File: config.mk
export PLATFORM = sky130hd
export DESIGN_NAME = th_flt_seq_flat
export DESIGN_NICKNAME = d
export VERILOG_FILES = /design/src/rtl/th_flt_pkg.sv /design/src/rtl/th_flt_seq_if.sv /design/src/rtl/th_flt_seq_rr_arb2.sv /design/src/rtl/th_flt_seq.sv /design/src/flat_wrapper.sv
export SDC_FILE = /design/constraint.sdc
export NUM_CORES = 1
export LEC_CHECK = 0
export BUFFER_PORTS_ARGS = -buffer_cell sky130_fd_sc_hd__buf_2
export CAP_MARGIN = 20
export CORE_MARGIN = 1
export CORE_UTILIZATION = 47
export CTS_BUF_LIST = sky130_fd_sc_hd__clkbuf_4 sky130_fd_sc_hd__clkbuf_8
export CTS_CLUSTER_DIAMETER = 60
export DETAILED_ROUTE_END_ITERATION = 12
export MAX_ROUTING_LAYER = met4
export PLACE_DENSITY = 0.76
export SLEW_MARGIN = 20
export SYNTH_ARGS = -nofsm -noshare
export SYNTH_HDL_FRONTEND = slang
export SYNTH_SLANG_ARGS = --single-unit
File: constraint.sdc
create_clock -name clk -period 1.5 [get_ports clk]
set_clock_uncertainty 0.05 [all_clocks]
set_input_delay 0.075 -clock clk [delete_from_list [all_inputs] [get_ports clk]]
set_output_delay 0.075 -clock clk [all_outputs]
set_load 0.05 [all_outputs]
File: src/rtl/th_flt_pkg.sv
// Shared types for the threshold-filter nibble port: FSM states and the
// {threshold, Higher} select codes that both sequencer and filter decode.
package th_flt_pkg;

  typedef enum logic [2:0] {IDLE, S_LO, S_HI, T_LO, T_HI} state_e;

  localparam logic [1:0] NSEL_S_LO = 2'b00;
  localparam logic [1:0] NSEL_S_HI = 2'b01;
  localparam logic [1:0] NSEL_T_LO = 2'b10;
  localparam logic [1:0] NSEL_T_HI = 2'b11;

  // {threshold, Higher, in[3:0]} driven while in a given state
  function automatic logic [5:0] nib_word(state_e st, logic [7:0] smp, logic [7:0] thr);
    logic [5:0] w;
    case (st)
      S_LO:    w = {NSEL_S_LO, smp[3:0]};
      S_HI:    w = {NSEL_S_HI, smp[7:4]};
      T_LO:    w = {NSEL_T_LO, thr[3:0]};
      T_HI:    w = {NSEL_T_HI, thr[7:4]};
      default: w = {NSEL_S_HI, smp[7:4]};
    endcase
    return w;
  endfunction

endpackage

File: src/rtl/th_flt_seq_if.sv
// Sample and threshold valid/ready channels into the filter sequencer.
interface th_flt_seq_if;
  logic [7:0] s_data;
  logic       s_valid;
  logic       s_ready;
  logic [7:0] t_data;
  logic       t_valid;
  logic       t_ready;

  modport master (output s_data, s_valid, t_data, t_valid, input s_ready, t_ready);
  modport slave  (input s_data, s_valid, t_data, t_valid, output s_ready, t_ready);
endinterface

File: src/rtl/th_flt_seq_rr_arb2.sv
// Two-requester round-robin arbiter; on a tie the requester not granted
// last wins. A grant is an acceptance, so it updates the last-grant flop.
module rr_arb2 (
  input  logic clk,
  input  logic rst,
  input  logic win_i,
  input  logic req_s_i,
  input  logic req_t_i,
  output logic gnt_s_o,
  output logic gnt_t_o
);

  logic last_t_q;

  assign gnt_t_o = win_i & req_t_i & (~req_s_i | ~last_t_q);
  assign gnt_s_o = win_i & req_s_i & ~gnt_t_o;

  always_ff @(posedge clk or negedge rst) begin
    if (!rst)         last_t_q <= 1'b0;
    else if (gnt_t_o) last_t_q <= 1'b1;
    else if (gnt_s_o) last_t_q <= 1'b0;
  end

endmodule

File: src/rtl/th_flt_seq.sv
// Serializes 8-bit samples / thresholds into two nibble writes to the
// threshold filter; between transfers it re-presents the held sample.
module th_flt_seq
  import th_flt_pkg::*;
#(
  parameter int CNT_W = 16
) (
  input  logic             clk,
  input  logic             rst,
  th_flt_seq_if.slave      bus,
  output logic [3:0]       flt_in,
  output logic             flt_threshold,
  output logic             flt_higher,
  output logic             busy,
  output logic [CNT_W-1:0] smp_cnt
);

  state_e           state_q, state_d;
  logic [7:0]       shadow_q, shadow_d;
  logic [7:0]       thr_q, thr_d;
  logic [CNT_W-1:0] cnt_q, cnt_d;
  logic [5:0]       flt_q;
  logic             busy_q;
  logic             win, gnt_s, gnt_t;

  // The low-nibble cycles are the only ones that cannot take a new transfer
  assign win = (state_q == IDLE) || (state_q == S_HI) || (state_q == T_HI);

  rr_arb2 u_arb (
    .clk     (clk),
    .rst     (rst),
    .win_i   (win),
    .req_s_i (bus.s_valid),
    .req_t_i (bus.t_valid),
    .gnt_s_o (gnt_s),
    .gnt_t_o (gnt_t)
  );

  assign bus.s_ready = gnt_s;
  assign bus.t_ready = gnt_t;

  always_comb begin
    state_d  = state_q;
    shadow_d = shadow_q;
    thr_d    = thr_q;
    cnt_d    = cnt_q;
    if (gnt_s) begin
      state_d  = S_LO;
      shadow_d = bus.s_data;
      cnt_d    = cnt_q + 1'b1;
    end else if (gnt_t) begin
      state_d = T_LO;
      thr_d   = bus.t_data;
    end else begin
      case (state_q)
        S_LO:    state_d = S_HI;
        T_LO:    state_d = T_HI;
        default: state_d = IDLE;
      endcase
    end
  end

  // Filter lines are flopped from next state so nothing combinational
  // from valid/data reaches the filter.
  always_ff @(posedge clk or negedge rst) begin
    if (!rst) begin
      state_q  <= IDLE;
      shadow_q <= 8'h00;
      thr_q    <= 8'h00;
      cnt_q    <= '0;
      flt_q    <= {NSEL_S_HI, 4'h0};
      busy_q   <= 1'b0;
    end else begin
      state_q  <= state_d;
      shadow_q <= shadow_d;
      thr_q    <= thr_d;
      cnt_q    <= cnt_d;
      flt_q    <= nib_word(state_d, shadow_d, thr_d);
      busy_q   <= (state_d != IDLE);
    end
  end

  assign flt_threshold = flt_q[5];
  assign flt_higher    = flt_q[4];
  assign flt_in        = flt_q[3:0];
  assign busy          = busy_q;
  assign smp_cnt       = cnt_q;

endmodule

File: src/flat_wrapper.sv
// flat-port wrapper written by rule: the top's interface ports become plain ports
module th_flt_seq_flat import th_flt_pkg::*;
#(
  parameter int CNT_W = 16
)
  (clk, rst, flt_in, flt_threshold, flt_higher, busy, smp_cnt, bus_s_data, bus_s_valid, bus_t_data, bus_t_valid, bus_s_ready, bus_t_ready);
  th_flt_seq_if bus_i ();
  input  logic clk;
  input  logic rst;
  output logic [3:0] flt_in;
  output logic flt_threshold;
  output logic flt_higher;
  output logic busy;
  output logic [CNT_W-1:0] smp_cnt;
  input wire logic [$bits(bus_i.s_data)-1:0] bus_s_data;
  input wire logic [$bits(bus_i.s_valid)-1:0] bus_s_valid;
  input wire logic [$bits(bus_i.t_data)-1:0] bus_t_data;
  input wire logic [$bits(bus_i.t_valid)-1:0] bus_t_valid;
  output wire logic [$bits(bus_i.s_ready)-1:0] bus_s_ready;
  output wire logic [$bits(bus_i.t_ready)-1:0] bus_t_ready;
  assign bus_i.s_data = bus_s_data;
  assign bus_i.s_valid = bus_s_valid;
  assign bus_i.t_data = bus_t_data;
  assign bus_i.t_valid = bus_t_valid;
  assign bus_s_ready = bus_i.s_ready;
  assign bus_t_ready = bus_i.t_ready;
  th_flt_seq #(.CNT_W(CNT_W)) u_core (.clk(clk), .rst(rst), .bus(bus_i), .flt_in(flt_in), .flt_threshold(flt_threshold), .flt_higher(flt_higher), .busy(busy), .smp_cnt(smp_cnt));
endmodule
==> impl_metrics.py, run 1 <==
metrics = {
    "outcome": {
        "status": "complete, but fails checks",
        "violations": "setup timing",
    },
    "clock_network": {
        "clock_latency_ns": 0.34,
        "cts.clk_slew.worst_paths_ns": 0.10,
        "numCtsBuffers": 5,
        "cts.htree.levels": 2,
        "cts_buffer_depth": 2,
        "root_buffer": "clkbuf_4",
        "cts_tree": "done",
        "clock_sinks": 35,
    },
    "detailed_routing": {
        "dr_total_vias": 1346,
        "vias_per_cell": 5.060,
        "wire_per_inst_um": 13.58,
        "drt_iter0_drc": 67,
        "wl_um": 3613,
        "drc": 0,
        "first_pass_iters": 4,
        "drtAntennaViolNets": 0,
    },
    "pwr": {
        "p_clk_share_pct": 13.4,
        "p_comb_share_pct": 48.0,
        "p_sw_w": 0.001725,
        "power.share.sequential_pct": 38.6,
        "switching_share_pct": 43.69,
        "cellPowerDensity_mw_per_mm2": 1757,
        "leakage_nw": 1.107,
        "vdd_ir_drop_max_mv": 1.060,
        "p_int_w": 0.002223,
        "p_total_w": 0.003948,
    },
    "final_layout": {
        "instances_no_fill": 266,
        "drive_above_1_share_pct": 43.69,
        "syn_to_final_growth_pct": 44.37,
        "nNetsFinal": 242,
        "diodes": 0,
        "design_area_mm2": 0.002247,
    },
    "synthesis": {
        "synth_compound_area_share_pct": 5.305,
        "synth_fp_nets": 161,
        "syn_avg_cell_area_um2": 11.12,
        "synth_cell_types": 34,
        "synth_flop_cell": "dfrtp_1",
        "synth_edf_count": 0,
        "synth_top_family_by_area": "simple AND/OR/NAND/NOR gates",
        "yosys.area_share.simple_pct": 25.48,
        "synth.area.mux_share_pct": 1.367,
        "synth_area_mm2": 0.001556,
        "async_reset_ff_share_pct": 100.0,
        "synth-seq-cells": 35,
        "synth_fa_ha_area_share_pct": 0.8039,
        "syn-instance-count": 140,
        "yosysWarnings": 0,
        "synth_xor_area_share_pct": 8.441,
        "ys_seq_area_share_pct": 56.35,
    },
    "hold_path": {
        "hold_path_class": "input port to register",
    },
    "die": {
        "num_rows": 20,
        "start_util_pct": 50.16,
        "core_mm2": 0.003103,
        "die-width_um": 59.55,
        "die_h_um": 59.55,
        "num_io_pins": 45,
        "dieArea_mm2": 0.003546,
    },
    "global_routing": {
        "grt_pass1_wl_um": 5878,
        "grt.total_usage_pct": 24.04,
        "grtUsageMet2_pct": 40.61,
        "grt_busiest_layer": "met2",
        "grt_max_degree": 19,
        "grtUsageMet1_pct": 25.78,
        "overflow": 0,
        "gr-usage-met3_pct": 5.459,
        "grt_pass1_vias": 1372,
        "grt_antenna_before_repair": 0,
    },
    "sta": {
        "worst_slack_ns": -0.006290,
        "finalCritPeriodShare_pct": 100.4,
        "hold_viol_final": 0,
        "fmax_ghz": 0.6639,
        "fin_crit_ns": 1.506,
        "rsz0062_at_grt": "true",
        "slew_viol_final": 0,
        "hold_slack_ns": 0.02535,
        "relSlewSlack_pct": 70.64,
        "setup_viol": 1,
        "worstMarginPinSlew_ns": 0.4405,
    },
    "setup_path": {
        "crit_required_ns": 1.37,
        "startpoint_type": "register",
        "cp-end-kind": "output pin",
        "arrival_ns": 1.38,
        "path_max_fanout": 5,
        "path_class": "register to output pin",
    },
    "placed_design": {
        "io_buffers": 44,
        "dp_cells": 234,
        "routabilityCongestion": 0.8099,
        "place_area_mm2": 0.001922,
        "dpl.hpwl_um": 2400,
    },
    "flow_run": {
        "cap_violations": 0,
    },
}
## what timing repair did
action	CTS	global route
setup buffers	5	4
hold buffers	15	0
gates resized for setup	10	8
setup endpoints to repair	8	14
endpoints found under the hold margin	46	0
pin swaps	2	10
gates cloned	0	0
## worst paths after layout
| path | from | cells after the start | endpoint | slack (ns) |
|---|---|---|---|---|
| min in group asynchronous | rst | 2 | u_core.smp_cnt[3]$_DFFE_PN0N_ | 0.15 |
| worst max register to register | u_core.state_q[1]$_DFF_PN0_ | 4 | u_core.smp_cnt[9]$_DFFE_PN0N_ | 0.02 |
| worst max-delay path | u_core.state_q[1]$_DFF_PN0_ | 4 | bus_t_ready | -0.006 |
| worst min register to register | u_core.smp_cnt[9]$_DFFE_PN0N_ | 1 | u_core.smp_cnt[9]$_DFFE_PN0N_ | 0.43 |
| max in group asynchronous | rst | 3 | u_core.state_q[2]$_DFF_PN0_ | 0.79 |
| worst min-delay path | bus_s_valid | 2 | u_core.u_arb.last_t_q$_DFFE_PN0P_ | 0.03 |
## registers in the layout, indices dropped and copies added, names as in the netlist
name                   cells
u_core.thr_q               4
u_core.shadow_q            4
u_core.state_q             3
u_core.busy                1
u_core.u_arb.last_t_q      1
u_core.smp_cnt            16
u_core.flt_q               6
## layout make-up
class	count	area, um2
multi-input combinational	97	673.1
inverter	6	25.02
tap	44	55.05
fill	250	855.8
clock buffer	8	60.06
timing repair buffer	76	541.8
sequential	35	892.1
## synthesized netlist by cell type (2+ instances only)
library cell | count | share of area, %
and3_1 | 3 | 1.2
xnor2_1 | 14 | 7.9
nand3_1 | 6 | 1.9
o21ai_0 | 4 | 1.3
nand4b_1 | 2 | 1.1
and4_1 | 2 | 1.1
dfrtp_1 | 34 | 55
nand2_1 | 38 | 9.2
nand2b_1 | 2 | 0.80
nand4_1 | 6 | 2.4
nor4_4 | 2 | 2.7
inv_1 | 5 | 1.2
## worst max-delay path: stages, from the launching register on
cell and delay, ns:
dfrtp_1 0.44, a21oi_4 0.24, nand3_4 0.14, inv_4 0.09
buf_8 0.14
## cells by family (layout without fill, tap and decap cells)
kind of cell               count (synthesis)  count (layout)
buffers and inverters                      8              90
xor gates and xnor gates                  15              15
AOI/OAI and AO/OA                         11              11
adders and majority gates                  1               1
DFF                                       35              35
muxes                                      2               2
and+or+nand+nor                           68              68
## power by group through the flow
stage,logic (W),registers (W),clock network (W)
2_1_floorplan,0.000639,0.00206,0
3_3_place_gp,0.00160,0.00153,0
3_5_place_dp,0.00163,0.00154,0
4_1_cts,0.00179,0.00152,0.000546
5_1_grt,0.00204,0.00155,0.000581
6_report,0.00190,0.00152,0.000530
## metal layers
| metal | vias up | share of wire [%] |
|---|---|---|
| met1 | 646 | 41 |
| met5 | - | 0 |
| met3 | 14 | 4.5 |
| met2 | 45 | 52 |
| li1 | 641 | - |
| met4 | 0 | 2.5 |
## through the flow
| step | util [%] | setup WS [ns] | TNS [ns] |
|---|---|---|---|
| 2_1_floorplan | - | -0.01549 | -0.01549 |
| 3_3_place_gp | 61.94 | 0.04053 | 0 |
| 3_5_place_dp | 61.94 | -0.01501 | -0.04006 |
| 4_1_cts | 70.73 | 0.006862 | 0 |
| 5_1_grt | 72.42 | -0.1138 | -0.5084 |
| 6_report | 72.42 | -0.006290 | -0.006290 |
## placed cells by master (no fill, tap or decap), types with 2 or more instances in the layout
cell type,instances
inv_1,4
and3_1,3
o21ai_1,2
nand3_2,2
buf_8,2
and4_1,2
buf_6,3
nand4b_1,2
dfrtp_1,22
nand2_1,38
xnor2_1,14
nor4_4,2
dlygate4sd3_1,15
buf_4,13
o21ai_0,2
clkbuf_4,8
buf_2,42
nand4_1,6
nand2b_1,2
dfrtp_2,12
nand3_1,4
(Power assumes the default switching activity.)
==> run 2, diff against run 1 <==
Settings changed: CORE_MARGIN 1 to 2.
==> impl_metrics.py, run 2 (synthesis results as in run 1) <==
metrics = {
    "sta": {
        "fin_crit_ns": 1.507,
        "finalCritPeriodShare_pct": 100.5,
        "fmax_ghz": 0.6636,
        "rsz0062_at_grt": "true",
        "relSlewSlack_pct": 72.33,
        "worstMarginPinSlew_ns": 0.4151,
        "slew_viol_final": 0,
        "worst_slack_ns": -0.006916,
        "hold_viol_final": 0,
        "setup_viol": 1,
    },
    "final_layout": {
        "drive_above_1_share_pct": 42.79,
        "fillCellCount": 243,
        "instances_no_fill": 266,
        "syn_to_final_growth_pct": 43.57,
        "nNetsFinal": 242,
        "diodes": 0,
        "final_cell_mix": "42 x buf_2, 38 x nand2_1, 22 x dfrtp_1, 16 x dlygate4sd3_1, 15 x buf_4",
        "layout_commonest_cell": "buf_2",
        "design_area_mm2": 0.002235,
        "multi_input_area_um2": 669.4,
        "ff_latch_area_um2": 892.1,
        "largest_reg_flops": 16,
    },
    "clock_network": {
        "cts.htree.levels": 2,
        "clock_sinks": 35,
        "clock_latency_ns": 0.34,
        "cts_tree": "done",
        "cts_buffer_depth": 2,
        "cts.clk_slew.worst_paths_ns": 0.09,
        "numCtsBuffers": 5,
        "root_buffer": "clkbuf_4",
    },
    "placed_design": {
        "place_area_mm2": 0.001922,
        "io_buffers": 44,
        "dp_cells": 234,
        "dpl.hpwl_um": 2491,
        "pre_cts_ws_ns": -0.01947,
        "routabilityCongestion": 0.8203,
    },
    "detailed_routing": {
        "first_pass_iters": 4,
        "drc": 0,
        "drt_iter0_drc": 46,
        "wire_per_inst_um": 14.11,
        "drtAntennaViolNets": 0,
        "vias_per_cell": 4.970,
        "wl_um": 3753,
        "dr_total_vias": 1322,
    },
    "pwr": {
        "p_clk_share_pct": 13.9,
        "p_int_w": 0.002205,
        "power.share.sequential_pct": 38.5,
        "vdd_ir_drop_max_mv": 0.9733,
        "switching_share_pct": 44.33,
        "p_sw_w": 0.001756,
        "cellPowerDensity_mw_per_mm2": 1773,
        "leakage_nw": 1.107,
        "p_comb_share_pct": 47.6,
    },
    "setup_path": {
        "crit_family": "flip-flops",
        "crit_chain": "a21oi_4, nand3_2, inv_2, buf_6",
        "startpoint_type": "register",
        "cp-end-kind": "output pin",
        "path_max_fanout": 4,
        "arrival_ns": 1.38,
        "cpMaxStageDelayCell": "dfrtp_2",
        "worst-path-buf-inv": 2,
        "path_class": "register to output pin",
        "crit_required_ns": 1.37,
        "cpPeakStageDelay_ns": 0.44,
    },
    "die": {
        "die-width_um": 61.55,
        "dieArea_mm2": 0.003788,
        "core_mm2": 0.003103,
        "num_rows": 20,
        "die_h_um": 61.55,
        "start_util_pct": 50.16,
        "num_io_pins": 45,
    },
    "flow_run": {
        "cap_violations": 0,
    },
    "outcome": {
        "violations": "setup timing",
        "status": "complete, but fails checks",
    },
    "hold_path": {
        "hold_path_class": "input port to register",
    },
    "global_routing": {
        "grt_pass1_vias": 1339,
        "grt.total_usage_pct": 22.88,
        "grt_antenna_before_repair": 0,
        "grt_max_degree": 19,
        "overflow": 0,
        "grt_pass1_wl_um": 5899,
    },
}
-- run 2: cell types whose count changed in the layout (fill, tap and decap cells not counted), sizes merged --
cell,previous run,this run
dlygate4sd3,15,16
clkbuf,8,7
clkinv,0,1
buf,61,60
-- run 2: metrics by stage --
step            TNS (ns)  utilization [%]  hold slack [ns]  power [W]
2_1_floorplan   -0.01549                -          -0.2706   0.002699
3_5_place_dp    -0.03181            61.94         -0.01768   0.003186
6_report       -0.006916            72.02          0.05038   0.003961
4_1_cts                0            71.21          0.02572   0.003880
5_1_grt          -0.4979            72.02          0.02766   0.004175
3_3_place_gp           0            61.94         -0.02296   0.003129
-- run 2: what timing repair did --
| item | CTS | global route |
|---|---|---|
| hold endpoints to repair | 47 | 0 |
| buffers inserted | 5 | 3 |
| resized for setup | 11 | 1 |
| pin swaps | 1 | 2 |
| hold buffers | 16 | 0 |
| setup endpoints to repair | 7 | 14 |
-- run 2: metal layers --
metal | vias up | global-route usage (%) | part of all wire (%)
li1 | 643 | - | -
met2 | 38 | 42.11 | 56
met5 | - | - | 0
met1 | 637 | 23.99 | 39
met3 | 4 | 5.672 | 4.2
met4 | 0 | 6.383 | 0.83
-- run 2: area by class of cell --
class	instances	area share (%)
clock buffers	7	2.632
multi-input cells	97	29.96
clock inverters	1	0.2240
well taps	44	2.464
repair buffers	76	23.68
inverters	6	1.120
flip-flops and latches	35	39.92
-- run 2: power groups by stage --
stage | combinational (W) | clock, W | sequential, W
after floorplan | 0.000639 | 0 | 0.00206
after global placement | 0.00160 | 0 | 0.00153
after detailed placement | 0.00164 | 0 | 0.00155
after CTS | 0.00180 | 0.000560 | 0.00152
after global routing | 0.00202 | 0.000598 | 0.00156
final | 0.00189 | 0.000552 | 0.00152
-- run 2: worst reg2reg max path: cells and delay by family (launching register included) --
family                 cells  cell delay [ns]
XOR/XNOR                   1             0.15
AND/OR/NAND/NOR            2             0.24
buffers and inverters      2             0.27
flip-flops                 1             0.44
AO/OA/AOI/OAI              1             0.22
-- run 2: path summary, 6_finish.rpt --
| kind | cells past startpoint | endpoint | start | slack [ns] |
|---|---|---|---|---|
| max | 4 | bus_s_ready | u_core.state_q[2]$_DFF_PN0_ | -0.007 |
| min | 3 | u_core.flt_q[3]$_DFF_PN0_ | bus_s_data[3] | 0.05 |
| max in group asynchronous | 3 | u_core.state_q[2]$_DFF_PN0_ | rst | 0.80 |
| min reg2reg | 1 | u_core.smp_cnt[15]$_DFFE_PN0N_ | u_core.smp_cnt[15]$_DFFE_PN0N_ | 0.43 |
| max reg2reg | 6 | u_core.smp_cnt[4]$_DFFE_PN0N_ | u_core.state_q[2]$_DFF_PN0_ | 0.04 |
| min in group asynchronous | 2 | u_core.smp_cnt[4]$_DFFE_PN0N_ | rst | 0.13 |
==> run 3, diff against run 2 <==
Settings changed: SKIP_CTS_REPAIR_TIMING from default to 1, SKIP_LAST_GASP from default to 1.
==> impl_metrics.py, run 3 (synthesis results as in run 1) <==
metrics = {
    "global_routing": {
        "grt_pass1_vias": 1131,
        "grt_max_degree": 19,
        "grt.total_usage_pct": 19.34,
        "grt_pass1_wl_um": 5030,
        "overflow": 0,
        "grt_antenna_before_repair": 0,
    },
    "setup_path": {
        "regToRegEndpoint": "u_core.smp_cnt[4]$_DFFE_PN0N_",
        "startpoint_type": "register",
        "cpPeakStageDelay_ns": 0.45,
        "crit_required_ns": 1.37,
        "crit_chain": "a21oi_4, nand3_2, inv_2, buf_8",
        "cpMaxStageDelayCell": "dfrtp_2",
        "r2r_slack_ns": 0.02,
        "path_max_fanout": 5,
        "cp-end-kind": "output pin",
        "ff2ff_path_depth": 6,
        "path_class": "register to output pin",
        "r2r-start": "u_core.state_q[2]$_DFF_PN0_",
        "arrival_ns": 1.42,
    },
    "detailed_routing": {
        "drt_iter0_drc": 51,
        "wl_um": 3674,
        "vias_per_cell": 4.992,
        "wire_per_inst_um": 13.86,
        "drc": 0,
        "first_pass_iters": 6,
        "drtAntennaViolNets": 0,
        "dr_total_vias": 1323,
    },
    "sta": {
        "rsz0062_at_grt": "true",
        "worst_slack_ns": -0.04189,
        "hold_viol_final": 0,
        "finalCritPeriodShare_pct": 102.8,
        "relSlewSlack_pct": 72.46,
        "hold_slack_ns": 0.01045,
        "slew_viol_final": 0,
        "setup_viol": 2,
        "fmax_ghz": 0.6486,
        "fin_crit_ns": 1.542,
        "fin_tns_setup_ns": -0.05867,
        "worstMarginPinSlew_ns": 0.4131,
    },
    "flow_run": {
        "cap_violations": 0,
    },
    "placed_design": {
        "dp_cells": 234,
        "dpl.hpwl_um": 2491,
        "routabilityCongestion": 0.8203,
        "io_buffers": 44,
        "place_area_mm2": 0.001922,
    },
    "clock_network": {
        "cts_tree": "done",
        "clock_sinks": 35,
        "clock_latency_ns": 0.34,
        "numCtsBuffers": 5,
        "root_buffer": "clkbuf_4",
        "cts_buffer_depth": 2,
        "cts.htree.levels": 2,
        "cts.clk_slew.worst_paths_ns": 0.11,
    },
    "die": {
        "num_io_pins": 45,
        "die_h_um": 61.55,
        "die-width_um": 61.55,
        "start_util_pct": 50.16,
        "core_mm2": 0.003103,
        "dieArea_mm2": 0.003788,
        "num_rows": 20,
    },
    "pwr": {
        "p_int_w": 0.002198,
        "cellPowerDensity_mw_per_mm2": 1768,
        "leakage_nw": 1.102,
        "power.share.sequential_pct": 38.9,
        "switching_share_pct": 44.41,
        "p_clk_share_pct": 13.9,
        "vdd_ir_drop_max_mv": 1.021,
        "p_comb_share_pct": 47.2,
        "p_sw_w": 0.001756,
    },
    "final_layout": {
        "largest_reg_flops": 16,
        "layout_commonest_cell": "buf_2",
        "nNetsFinal": 241,
        "instances_no_fill": 265,
        "syn_to_final_growth_pct": 43.65,
        "final_cell_mix": "42 x buf_2, 38 x nand2_1, 22 x dfrtp_1, 15 x dlygate4sd3_1, 15 x buf_4",
        "diodes": 0,
        "design_area_mm2": 0.002236,
        "drive_above_1_share_pct": 42.99,
    },
    "hold_path": {
        "hold_depth": 2,
        "hold_end": "u_core.u_arb.last_t_q$_DFFE_PN0P_",
        "min_from": "bus_s_valid",
        "hold_path_class": "input port to register",
    },
    "outcome": {
        "status": "complete, but fails checks",
        "violations": "setup timing",
    },
}
-- run 3: cell count changes in the layout (fill, tap and decap cells not counted) --
cell	change
buf_8	+1
o21ai_0	+1
clkinv_4	+1
o21ai_1	-1
nand3_4	+1
or2_4	-1
nand3_2	-1
dlygate4sd3_1	-1
or2_2	+1
inv_4	-1
buf_6	-1
-- run 3: worst max-delay path by stage --
stage / startpoint / to / slack, ns / cells past startpoint
final: u_core.state_q[2]$_DFF_PN0_ / bus_s_ready / -0.04 / 4
after global routing: u_core.state_q[2]$_DFF_PN0_ / bus_s_ready / -0.12 / 4
after CTS: u_core.state_q[0]$_DFF_PN0_ / bus_s_ready / -0.33 / 4
after detailed placement: u_core.state_q[0]$_DFF_PN0_ / u_core.smp_cnt[8]$_DFFE_PN0N_ / -0.02 / 4
after global placement: u_core.state_q[0]$_DFF_PN0_ / u_core.smp_cnt[8]$_DFFE_PN0N_ / 0.04 / 4
after floorplan: u_core.smp_cnt[0]$_DFFE_PN0N_ / u_core.smp_cnt[8]$_DFFE_PN0N_ / -0.02 / 5
-- run 3: stage by stage --
step / power [W] / setup slack (ns) / util (%)
global route: 0.004181 / -0.1239 / 72.06
floorplan: 0.002699 / -0.01549 / -
detailed placement: 0.003186 / -0.01947 / 61.94
global placement: 0.003129 / 0.04064 / 61.94
CTS: 0.003732 / -0.3288 / 63.99
finish: 0.003954 / -0.04189 / 72.06
-- run 3: layer usage --
layer	global-route usage, %	vias up	wire (um)
met2	31.73	39	1991
met5	-	-	0
met1	23.15	636	1446
li1	-	638	-
met4	5.471	0	80
met3	5.672	10	157
-- run 3: cell type report --
cell class | count | area [um2]
inverters | 6 | 27.53
repair buffers | 75 | 523.0
clock inverters | 1 | 5.005
clock buffers | 7 | 58.81
flip-flops and latches | 35 | 892.1
fillers | 230 | 867.1
well taps | 44 | 55.05
multi-input cells | 97 | 674.4
-- run 3: power by group through the flow --
stage                     Clock [W]  Sequential, W  Combinational [W]
after global routing       0.000606        0.00157            0.00201
after global placement            0        0.00153            0.00160
after CTS                  0.000560        0.00153            0.00164
after floorplan                   0        0.00206           0.000639
after detailed placement          0        0.00155            0.00164
final                      0.000548        0.00154            0.00187
-- run 3: worst max-delay path: cells and delay by family (launching register included) --
kind / cells / cell delay (ns)
AOI/OAI and AO/OA: 1 / 0.25
buffers and inverters: 2 / 0.27
DFF: 1 / 0.45
and+or+nand+nor: 1 / 0.12
